File: src/rtl/gate_pkg.sv
// Shared operator codes and state encoding for the sequential reduce gate.
package gate_pkg;

  localparam logic [1:0] MODE_AND  = 2'b00;
  localparam logic [1:0] MODE_OR   = 2'b01;
  localparam logic [1:0] MODE_XOR  = 2'b10;
  localparam logic [1:0] MODE_NAND = 2'b11;

  typedef enum logic [1:0] {
    IDLE  = 2'b00,
    ACCUM = 2'b01,
    HOLD  = 2'b10
  } state_t;

endpackage

File: src/rtl/seq_reduce_gate_if.sv
// Operand stream in, folded result out, plus flush/mode controls.
interface seq_reduce_gate_if #(
  parameter int WIDTH = 4
);
  logic             flush;
  logic [1:0]       mode;
  logic             in_valid;
  logic             in_ready;
  logic [WIDTH-1:0] in_data;
  logic             out_valid;
  logic             out_ready;
  logic [WIDTH-1:0] out_data;
  logic             out_bit;

  modport master (
    output flush, mode, in_valid, in_data, out_ready,
    input  in_ready, out_valid, out_data, out_bit
  );

  modport slave (
    input  flush, mode, in_valid, in_data, out_ready,
    output in_ready, out_valid, out_data, out_bit
  );
endinterface

File: src/rtl/reduce_op_cell.sv
// One bitwise fold step; NAND folds as AND, inversion is applied at the output.
module reduce_op_cell
  import gate_pkg::*;
#(
  parameter int WIDTH = 4
) (
  input  logic [WIDTH-1:0] a,
  input  logic [WIDTH-1:0] b,
  input  logic [1:0]       mode,
  output logic [WIDTH-1:0] y
);

  // select the fold operator
  always_comb begin
    y = a & b;
    case (mode)
      MODE_OR:  y = a | b;
      MODE_XOR: y = a ^ b;
      default:  y = a & b;
    endcase
  end

endmodule

File: src/rtl/seq_reduce_gate.sv
// Sequential N-input gate: folds DEPTH words of WIDTH bits, then holds the
// folded word and a single-bit reduction until the consumer takes it.
//
//   state | meaning
//   IDLE  | waiting for the first beat of a reduction
//   ACCUM | folding beats 2..DEPTH
//   HOLD  | result valid, waiting for out_ready
module seq_reduce_gate
  import gate_pkg::*;
#(
  parameter int WIDTH = 4,
  parameter int DEPTH = 4
) (
  input  logic              clk,
  input  logic              rst_n,
  seq_reduce_gate_if.slave  bus
);

  localparam int          CW   = $clog2(DEPTH + 1);
  localparam logic [CW-1:0] LAST = CW'(DEPTH - 1);

  state_t           r_state, w_state_nxt;
  logic [WIDTH-1:0] r_acc;
  logic [CW-1:0]    r_cnt;
  logic [1:0]       r_mode_q;
  logic             r_out_valid;
  logic [WIDTH-1:0] r_out_data;
  logic             r_out_bit;

  logic             w_in_ready;
  logic             w_accept;
  logic             w_last;
  logic [WIDTH-1:0] w_fold;
  logic [WIDTH-1:0] w_acc_next;
  logic [1:0]       w_mode_eff;
  logic [WIDTH-1:0] w_res_data;
  logic             w_res_bit;

  assign w_in_ready = (r_state != HOLD);
  assign w_accept   = bus.in_valid & w_in_ready;
  // the first beat carries its own mode; later beats use the latched one
  assign w_mode_eff = (r_state == IDLE) ? bus.mode    : r_mode_q;
  assign w_acc_next = (r_state == IDLE) ? bus.in_data : w_fold;
  assign w_last     = w_accept &&
                      ((r_state == IDLE) ? (DEPTH == 1) : (r_cnt == LAST));

  reduce_op_cell #(.WIDTH(WIDTH)) u_op (
    .a    (r_acc),
    .b    (bus.in_data),
    .mode (r_mode_q),
    .y    (w_fold)
  );

  // result word and full reduction of the value about to be held
  always_comb begin
    w_res_data = w_acc_next;
    w_res_bit  = &w_acc_next;
    case (w_mode_eff)
      MODE_OR:   w_res_bit = |w_acc_next;
      MODE_XOR:  w_res_bit = ^w_acc_next;
      MODE_NAND: begin
        w_res_data = ~w_acc_next;
        w_res_bit  = ~&w_acc_next;
      end
      default:   w_res_bit = &w_acc_next;
    endcase
  end

  // state register
  always_ff @(posedge clk or negedge rst_n) begin
    if (!rst_n) r_state <= IDLE;
    else        r_state <= w_state_nxt;
  end

  // next-state logic; flush wins over accept and handshake
  always_comb begin
    w_state_nxt = r_state;
    if (bus.flush) begin
      w_state_nxt = IDLE;
    end else begin
      case (r_state)
        IDLE:    if (w_accept) w_state_nxt = w_last ? HOLD : ACCUM;
        ACCUM:   if (w_last) w_state_nxt = HOLD;
        HOLD:    if (bus.out_ready) w_state_nxt = IDLE;
        default: w_state_nxt = IDLE;
      endcase
    end
  end

  // accumulator, beat counter, latched mode and registered outputs
  always_ff @(posedge clk or negedge rst_n) begin
    if (!rst_n) begin
      r_acc       <= '0;
      r_cnt       <= '0;
      r_mode_q    <= MODE_AND;
      r_out_valid <= 1'b0;
      r_out_data  <= '0;
      r_out_bit   <= 1'b0;
    end else if (bus.flush) begin
      r_acc       <= '0;
      r_cnt       <= '0;
      r_out_valid <= 1'b0;
    end else begin
      if (w_accept) begin
        r_acc <= w_acc_next;
        if (r_state == IDLE) begin
          r_mode_q <= bus.mode;
          r_cnt    <= CW'(1);
        end else begin
          r_cnt <= r_cnt + CW'(1);
        end
      end
      if (w_last) begin
        r_out_valid <= 1'b1;
        r_out_data  <= w_res_data;
        r_out_bit   <= w_res_bit;
      end else if (r_state == HOLD && bus.out_ready) begin
        r_out_valid <= 1'b0;
        r_cnt       <= '0;
      end
    end
  end

  assign bus.in_ready  = w_in_ready;
  assign bus.out_valid = r_out_valid;
  assign bus.out_data  = r_out_data;
  assign bus.out_bit   = r_out_bit;

endmodule

File: src/flat_wrapper.sv
// flat-port wrapper written by rule: the top's interface ports become plain ports
module seq_reduce_gate_flat import gate_pkg::*;
#(
  parameter int WIDTH = 4,
  parameter int DEPTH = 4
)
  (clk, rst_n, bus_flush, bus_mode, bus_in_valid, bus_in_data, bus_out_ready, bus_in_ready, bus_out_valid, bus_out_data, bus_out_bit);
  seq_reduce_gate_if #(.WIDTH(WIDTH)) bus_i ();
  input  logic clk;
  input  logic rst_n;
  input wire logic [$bits(bus_i.flush)-1:0] bus_flush;
  input wire logic [$bits(bus_i.mode)-1:0] bus_mode;
  input wire logic [$bits(bus_i.in_valid)-1:0] bus_in_valid;
  input wire logic [$bits(bus_i.in_data)-1:0] bus_in_data;
  input wire logic [$bits(bus_i.out_ready)-1:0] bus_out_ready;
  output wire logic [$bits(bus_i.in_ready)-1:0] bus_in_ready;
  output wire logic [$bits(bus_i.out_valid)-1:0] bus_out_valid;
  output wire logic [$bits(bus_i.out_data)-1:0] bus_out_data;
  output wire logic [$bits(bus_i.out_bit)-1:0] bus_out_bit;
  assign bus_i.flush = bus_flush;
  assign bus_i.mode = bus_mode;
  assign bus_i.in_valid = bus_in_valid;
  assign bus_i.in_data = bus_in_data;
  assign bus_i.out_ready = bus_out_ready;
  assign bus_in_ready = bus_i.in_ready;
  assign bus_out_valid = bus_i.out_valid;
  assign bus_out_data = bus_i.out_data;
  assign bus_out_bit = bus_i.out_bit;
  seq_reduce_gate #(.WIDTH(WIDTH), .DEPTH(DEPTH)) u_core (.clk(clk), .rst_n(rst_n), .bus(bus_i));
endmodule
File: config.mk
export PLATFORM = sky130hd
export DESIGN_NAME = seq_reduce_gate_flat
export DESIGN_NICKNAME = d
export VERILOG_FILES = /design/src/rtl/gate_pkg.sv /design/src/rtl/seq_reduce_gate_if.sv /design/src/rtl/reduce_op_cell.sv /design/src/rtl/seq_reduce_gate.sv /design/src/flat_wrapper.sv
export SDC_FILE = /design/constraint.sdc
export NUM_CORES = 1
export LEC_CHECK = 0
export BUFFER_PORTS_ARGS = -buffer_cell sky130_fd_sc_hd__buf_4
export CORE_MARGIN = 2
export CORE_UTILIZATION = 55
export DETAILED_ROUTE_END_ITERATION = 12
export PLACE_DENSITY_LB_ADDON = 0.15
export SLEW_MARGIN = 20
export SYNTH_ARGS = -nofsm -noshare
export SYNTH_HDL_FRONTEND = slang
export SYNTH_SLANG_ARGS = --single-unit
File: constraint.sdc
create_clock -name clk -period 8.25 [get_ports clk]
set_input_delay 0.825 -clock clk [delete_from_list [all_inputs] [get_ports clk]]
set_output_delay 0.825 -clock clk [all_outputs]
set_load 0.005 [all_outputs]
==> results.json, run 1 <==
{
  "dieArea_mm2": 0.00253,
  "vias_per_cell": 5.38,
  "num_vias": 925,
  "clockPowerShare_pct": 20.9,
  "yosysUniqueCellTypes": 33,
  "ys_seq_area_share_pct": 36.1,
  "rsz0062_at_grt": "no",
  "synth_top_family_by_area": "compound AO/OA/AOI/OAI gates",
  "grt_usage_pct": 21.0,
  "synth_area_per_cell_um2": 9.29,
  "setup_viol": 0,
  "design_area_mm2": 0.00136,
  "grt_pass1_wl_mm": 4.02,
  "antenna_left": 0,
  "layout-drive-gt1-share_pct": 20.0,
  "crit_fanout": 4,
  "cts-root-buf": "clkbuf_4",
  "ys.flop_type": "dfrtp_1",
  "reg2reg_slack_ns": 5.39,
  "place_area_mm2": 0.00133,
  "synthXorXnorAreaFrac_pct": 4.88,
  "synthTopCellsByArea": "dfrtp_1 (36%), ha_1 (15%), inv_1 (6.0%), nor2_1 (4.8%), a21oi_1 (3.0%)",
  "yosysTopAreaCell": "dfrtp_1",
  "cp-startpoint": "bus_in_data[1]",
  "vdd_drop_max_uv": 136,
  "cp_data_arrival_time_ns": 3.15,
  "grt_pass1_vias": 906,
  "syn_area_mm2": 0.00118,
  "cts_resized": 0,
  "swShare_pct": 32.2,
  "port_buffers": 17,
  "fin_skew_ns": 0.00290,
  "clk_latency_ns": 0.28,
  "synth_common_cells": "inv_1 (19), dfrtp_1 (17), nor2_1 (15)",
  "grt_max_degree": 18,
  "reg2reg_from": "u_core.r_mode_q[0]",
  "tightest_slew_ns": 0.417,
  "cellLeakagePower_nw": 0.703,
  "synth-simple-area-share_pct": 15.5,
  "cp-start-kind": "input port",
  "diodes": 0,
  "rows": 16,
  "hold_viol": 0,
  "syn-num-nets": 152,
  "grt_remaining_overflow": 0,
  "synthArstFlopShare_pct": 100,
  "max_freq_mhz": 340,
  "cts_hold_buffers": 0,
  "hold_path_class": "in -> async",
  "p_sw_uw": 67.0,
  "clkTransAtPathRegs_ns": 0.10,
  "syn_to_final_growth_pct": 15.0,
  "cts_max_path_buffers": 2,
  "cts_tree": "yes",
  "critical_path.endpoint": "u_core.bus.out_bit",
  "post_cts_buffers": 0,
  "synth_seq_cells": 17,
  "power_uw": 208,
  "cts-buffers-inserted": 3,
  "synth_top_area_share_pct": 36.1,
  "tns_ns": 0,
  "r2r_end": "u_core.bus.out_bit",
  "drv_slew": 0,
  "fin_crit_ns": 2.94,
  "maxCapViolCount": 0,
  "layout.nets": 171,
  "period_share_pct": 35.6,
  "initial_utilization_pct": 58.9,
  "synth.most_common_cell": "inv_1",
  "fin_hold_ws_ns": 0.391,
  "critPathKind": "in -> reg",
  "synth-adder-area-share_pct": 14.8,
  "yosysWarnings": 0,
  "combPwrFrac_pct": 34.2,
  "antenna_found_initial": 0,
  "p_int_uw": 141,
  "power_frac_seq_pct": 44.8,
  "drtIter0Drc": 11,
  "cts.sinks": 17,
  "syn_inst": 127,
  "die_x_um": 50.3,
  "power.density_mw_per_mm2": 154,
  "synthMuxAreaShare_pct": 2.55,
  "wirelength_mm": 2.31,
  "crit_required_ns": 8.46,
  "synth_edf_count": 0,
  "io-pin-count": 18,
  "routedWlPerCell_um": 13.4,
  "synth_compound_area_share_pct": 19.2,
  "first_pass_iters": 4,
  "maxSlewHeadroom_pct": 71.4,
  "drc": 0,
  "core_mm2": 0.00200,
  "r2r_cells": 10,
  "gp_congestion": 0.718,
  "outcome": "completed",
  "h-tree-depth": 1,
  "cp-end-kind": "register",
  "die_y_um": 50.3,
  "dpl.hpwl_mm": 1.84
}
worst min-delay path by stage:
stage	endpoint	from
3_5_place_dp	u_core.bus.out_data[1]	u_core.bus.out_data[1]
5_1_grt	u_core.r_acc[0]	rst_n
4_1_cts	u_core.r_acc[3]	rst_n
2_1_floorplan	u_core.bus.out_data[0]	u_core.bus.out_data[0]
3_3_place_gp	u_core.bus.out_data[0]	u_core.bus.out_data[0]
6_report	u_core.r_acc[0]	rst_n
registers in the layout (all words and copies together) (netlist names):
name / cells
u_core.bus.out_bit: 1
u_core.bus.out_data: 4
u_core.bus.out_valid: 1
u_core.r_acc: 4
u_core.r_cnt: 3
u_core.r_mode_q: 2
u_core.r_state: 2
stage by stage:
step                worst slack [ns]  utilization, %  instances
floorplan                       5.28               -        127
global placement                5.10            66.4        168
detailed placement              5.00            66.4        168
CTS                             5.31            67.8        172
global route                    5.15            67.8        172
finish                          5.31            67.8        172
cells by family (layout without fill, tap and decap cells):
group | after synthesis | in the layout
and+or+nand+nor | 37 | 37
AOI/OAI and AO/OA | 29 | 29
buffers and inverters | 22 | 40
DFF | 17 | 17
adders and majority gates | 14 | 14
xor gates and xnor gates | 5 | 5
muxes | 3 | 3
placed cells by master, fill, tap and decap left out, types with 4 or more instances in the layout:
master and n:
a211oi_1 4, a21oi_1 7, nand2_1 7, xor2_1 4, nor2_1 15, dfrtp_1 17, buf_4 17, ha_1 14
inv_1 19, o21ai_0 5
per-layer routing:
metal | global-route usage (%) | wire length [µm] | vias to the layer above
met2 | 37.1 | 1210 | 19
li1 | - | - | 471
met1 | 25.3 | 1000 | 433
met4 | 4.95 | 16 | 0
met5 | 0 | 0 | -
met3 | 5.65 | 79 | 2
critical path: stages:
cell      delay (ns)
buf_4           0.09
inv_1           0.04
ha_1            0.27
a221oi_1        0.27
nor3_1          0.08
a21oi_1         0.32
inv_1           0.09
ha_1            0.29
xnor3_1         0.36
or3b_1          0.35
a31oi_1         0.17
power groups by stage:
stage / Sequential (mW) / Combinational (mW) / Clock [mW]
finish: 0.0933 / 0.0713 / 0.0436
global route: 0.0942 / 0.0797 / 0.0480
CTS: 0.0933 / 0.0721 / 0.0449
detailed placement: 0.0950 / 0.0718 / 0
global placement: 0.0945 / 0.0679 / 0
floorplan: 0.0938 / 0.0530 / 0
layout make-up:
class	count	area (µm²)
clock buffers	4	26.3
fillers	173	646
inverters	19	71.3
multi-input cells	88	672
flip-flops and latches	17	425
well taps	27	33.8
repair buffers	17	128
(Power assumes the default switching activity.)
==> run 2, diff against run 1 <==
clock period = 3.1 ns   (was 8.25 ns; I/O delays follow)
==> run 2 against run 1 <==
Net effect:
- routed wire length is 1.1% higher
- sequential share of layout area is 0.23 points lower
- largest power group unchanged
- register-to-register slack worse by 5.1 ns
- total power grew to 2.7 times the previous value
- hold slack worse by 0.13 ns
- clock skew is 0.0078 ns higher
- first-iteration DRC count is 64% lower
- die area stayed put
- flip-flop and latch count stayed put
- global-route usage is 0.22 points lower
==> results.json, run 2 (synthesis results as in run 1) <==
{
  "hold_viol": 0,
  "outcome": "completed",
  "maxSlewHeadroom_pct": 69.2,
  "cts_tree": "yes",
  "met2_usage_pct": 37.1,
  "path_buf_inv": 2,
  "dpl.hpwl_mm": 1.79,
  "drv_slew": 0,
  "tns_ns": 0,
  "setup_viol": 0,
  "grt_max_degree": 18,
  "first_pass_iters": 3,
  "crit_fanout": 8,
  "rows": 16,
  "wirelength_mm": 2.33,
  "cp_top_family": "compound AO/OA/AOI/OAI gates",
  "worstHoldStart": "bus_flush",
  "crit_slowest_cell": "dfrtp_1",
  "routedWlPerCell_um": 13.5,
  "cp-end-kind": "register",
  "vdd_drop_max_uv": 297,
  "fin_skew_ns": 0.0107,
  "grt_pass1_wl_mm": 4.09,
  "antenna_found_initial": 0,
  "io-pin-count": 18,
  "vias_per_cell": 5.36,
  "grt_remaining_overflow": 0,
  "n_fill_cell": 189,
  "cts_resized": 0,
  "critPathKind": "reg -> reg",
  "die_x_um": 50.3,
  "num_vias": 928,
  "multi_input_area_um2": 672,
  "slowest_delay_ns": 0.41,
  "rsz0062_at_grt": "no",
  "cts-buffers-inserted": 3,
  "cp-start-kind": "register",
  "reg2reg_from": "u_core.r_mode_q[0]",
  "clk_latency_ns": 0.29,
  "drtIter0Drc": 4,
  "clkTransAtPathRegs_ns": 0.11,
  "final_cell_mix": "inv_1 (19), buf_4 (17), dfrtp_1 (17)",
  "maxCapViolCount": 0,
  "final_common_cell": "inv_1",
  "initial_utilization_pct": 58.9,
  "layout-drive-gt1-share_pct": 19.9,
  "gp_congestion": 0.767,
  "cellLeakagePower_nw": 0.707,
  "hold_path_class": "in -> reg",
  "syn_to_final_growth_pct": 15.8,
  "grt_usage_pct": 20.8,
  "dieArea_mm2": 0.00253,
  "antenna_left": 0,
  "drc": 0,
  "max_freq_mhz": 354,
  "die_y_um": 50.3,
  "cts_max_path_buffers": 2,
  "layout.nets": 172,
  "place_area_mm2": 0.00133,
  "grt_pass1_vias": 961,
  "core_mm2": 0.00200,
  "grt.busiest_layer": "met2",
  "crit_required_ns": 3.32,
  "cp_data_arrival_time_ns": 3.05,
  "path_cells": "inv_1 -> ha_1 -> a221oi_1 -> nor3_1 -> a21oi_1 -> inv_1 -> ha_1 -> xnor3_1 -> or3b_1 -> a31oi_1",
  "cts.sinks": 17,
  "cp-startpoint": "u_core.r_mode_q[0]",
  "port_buffers": 17,
  "diodes": 0,
  "h-tree-depth": 1,
  "power.density_mw_per_mm2": 409,
  "grt.met3_usage_pct": 3.57,
  "cts-root-buf": "clkbuf_4",
  "gr-usage-met1_pct": 26.5,
  "tightest_slew_ns": 0.450,
  "fin_crit_ns": 2.83,
  "period_share_pct": 91.2,
  "seq_area_um2": 425,
  "design_area_mm2": 0.00137
}
run 2: cell count changes in the layout (fill, tap and decap cells not counted):
cell / change
dlygate4sd3_1: +1
run 2: final cells by class:
class | count | share of cell area, %
repair buffers | 18 | 10.1
flip-flops and latches | 17 | 31.1
clock buffers | 4 | 1.92
multi-input cells | 88 | 49.2
well taps | 27 | 2.47
inverters | 19 | 5.22
run 2: report_power, final:
group	leakage (nW)	internal (mW)	switching (mW)	total, mW
Combinational	0.468	0.0917	0.0982	0.190
Clock	0.0150	0.0499	0.0702	0.120
Sequential	0.224	0.235	0.0133	0.248
Total	0.707	0.377	0.182	0.558
run 2: metal layers:
layer | share of wire [%] | routed length (µm)
met5 | 0 | 0
met2 | 49 | 1140
met4 | 1.2 | 27
met1 | 47 | 1100
met3 | 2.8 | 66
run 2: metrics by stage:
step	worst slack, ns	power, mW	instances	util, %	hold slack (ns)
after floorplan	0.519	0.391	127	-	0.0144
after global placement	0.428	0.432	168	66.4	0.190
after detailed placement	0.292	0.441	168	66.4	0.189
after CTS	0.263	0.562	173	68.3	0.255
after global routing	0.0545	0.599	173	68.3	0.260
final	0.272	0.558	173	68.3	0.263
run 2: worst paths after layout:
check | slack (ns) | end | cells past startpoint
setup / recovery | 0.27 | u_core.bus.out_bit | 10
setup reg to reg | 0.27 | u_core.bus.out_bit | 10
hold reg to reg | 0.49 | u_core.bus.out_data[2] | 2
max in group asynchronous | 2.49 | u_core.r_cnt[1] | 2
hold / removal | 0.26 | u_core.r_state[1] | 2
min in group asynchronous | 0.41 | u_core.bus.out_bit | 2
run 2: what timing repair did:
action,in CTS,in global routing
buffers inserted,0,0
endpoints found under the hold margin,17,0
hold buffers,1,0
==> run 3, diff against run 2 <==
PLACE_DENSITY = 0.78   (was not set)
PLACE_DENSITY_LB_ADDON = not set   (was 0.15)
==> run 3 against run 2 <==
Net effect:
- final area rose by 0.27%
- hold slack better by 0.0039 ns
- routed wire length fell by 1.5%
- combinational power about the same
- global-route usage is 0.19 points higher
- clock skew shrank 0.0042 ns
- maximum frequency grew 1.3%
- cell count is the same
- utilization is 0.19 points higher
- sequential share of layout area decreased by 0.085 points
- critical path type unchanged
- critical endpoint unchanged
- largest power group unchanged
==> results.json, run 3 (synthesis results as in run 1) <==
{
  "layout.nets": 172,
  "cp_data_arrival_time_ns": 3.01,
  "initial_utilization_pct": 58.9,
  "cts-root-buf": "clkbuf_4",
  "antenna_left": 0,
  "drc": 0,
  "critPathKind": "reg -> reg",
  "crit_required_ns": 3.32,
  "cts_max_path_buffers": 2,
  "place_area_mm2": 0.00133,
  "h-tree-depth": 1,
  "tns_ns": 0,
  "slowest_delay_ns": 0.40,
  "cellLeakagePower_nw": 0.708,
  "crit_slowest_cell": "dfrtp_1",
  "drtIter0Drc": 7,
  "fin_crit_ns": 2.79,
  "final_cells": 173,
  "gp_congestion": 0.784,
  "dieArea_mm2": 0.00253,
  "maxCapViolCount": 0,
  "tightest_slew_ns": 0.399,
  "setup_slack_ns": 0.307,
  "vdd_drop_max_uv": 318,
  "rows": 16,
  "fin_skew_ns": 0.00641,
  "power.density_mw_per_mm2": 408,
  "grt_pass1_wl_mm": 4.04,
  "clk_latency_ns": 0.29,
  "final_cell_mix": "inv_1 (19), buf_4 (17), dfrtp_1 (17)",
  "outcome": "completed",
  "num_vias": 943,
  "cts_tree": "yes",
  "vias_per_cell": 5.45,
  "postLayoutCoreUtil_pct": 68.4,
  "die_y_um": 50.3,
  "syn_to_final_growth_pct": 16.1,
  "drv_slew": 0,
  "routedWlPerCell_um": 13.3,
  "period_share_pct": 90.1,
  "setup_viol": 0,
  "wirelength_mm": 2.30,
  "io-pin-count": 18,
  "max_freq_mhz": 358,
  "path_cells": "inv_1 -> ha_1 -> a221oi_1 -> nor3_1 -> a21oi_1 -> inv_1 -> ha_1 -> xnor3_1 -> or3b_1 -> a31oi_1",
  "layout-drive-gt1-share_pct": 20.5,
  "diodes": 0,
  "antenna_found_initial": 0,
  "post_cts_buffers": 0,
  "cts-buffers-inserted": 3,
  "grt_pass1_vias": 946,
  "maxSlewHeadroom_pct": 72.6,
  "power_uw": 559,
  "hold_path_class": "in -> reg",
  "cp-end-kind": "register",
  "detailedPlace.worstSlack_ns": 0.261,
  "dpl.hpwl_mm": 1.81,
  "grt_max_degree": 18,
  "fin_hold_ws_ns": 0.267,
  "grt_remaining_overflow": 0,
  "final_common_cell": "inv_1",
  "port_buffers": 17,
  "post-place-cells": 168,
  "clkTransAtPathRegs_ns": 0.10,
  "rsz0062_at_grt": "no",
  "design_area_mm2": 0.00137,
  "hold_viol": 0,
  "first_pass_iters": 4,
  "crit_fanout": 8,
  "die_x_um": 50.3,
  "cp-start-kind": "register",
  "core_mm2": 0.00200,
  "cts.sinks": 17,
  "grt_usage_pct": 21.0
}
## run 3: cell counts in the layout (fill, tap and decap cells not counted)
No cell type changed its count.
## run 3: final timing paths
kind / start / to / slack [ns] / depth (start not counted)
hold / removal: bus_flush / u_core.r_acc[2] / 0.27 / 2
setup / recovery: u_core.r_mode_q[0] / u_core.bus.out_bit / 0.31 / 10
hold reg to reg: u_core.bus.out_data[0] / u_core.bus.out_data[0] / 0.49 / 2
min in group asynchronous: rst_n / u_core.bus.out_bit / 0.40 / 2
max in group asynchronous: rst_n / u_core.r_cnt[1] / 2.51 / 2
setup reg to reg: u_core.r_mode_q[0] / u_core.bus.out_bit / 0.31 / 10
## run 3: layer usage
metal | part of all wire [%] | track usage [%] | vias to the layer above | wire [µm]
li1 | - | - | 470 | -
met1 | 46 | 26.0 | 449 | 1060
met2 | 49 | 36.2 | 20 | 1130
met3 | 4.1 | 6.55 | 4 | 95
met4 | 0.52 | 3.60 | 0 | 12
met5 | 0 | 0 | - | 0
## run 3: area by class of cell
| cell class | instances | area (µm²) |
|---|---|---|
| Clock buffer | 4 | 26.3 |
| Fill cell | 177 | 632 |
| Inverter | 19 | 71.3 |
| Timing Repair Buffer | 18 | 138 |
| Multi-Input combinational cell | 88 | 676 |
| Tap cell | 27 | 33.8 |
| Sequential cell | 17 | 425 |
## run 3: timing repair
item / CTS / global route
hold buffers: 1 / 0
hold endpoints to repair: 17 / 0
resized for setup: 0 / 1
setup endpoints to repair: 0 / 1
## run 3: report_power, final
| group | switching [mW] | leakage (nW) | internal, mW |
|---|---|---|---|
| clock network | 0.0685 | 0.0150 | 0.0500 |
| logic | 0.0991 | 0.468 | 0.0923 |
| registers | 0.0136 | 0.224 | 0.235 |
## run 3: critical path, delay by kind of cell, from the launching register on
kind	cells	cell delay (ns)
adder cells (fa/ha/maj)	2	0.69
AND/OR/NAND/NOR	2	0.42
flip-flops	1	0.40
buffers and inverters	2	0.15
AO/OA/AOI/OAI	3	0.69
XOR/XNOR	1	0.36
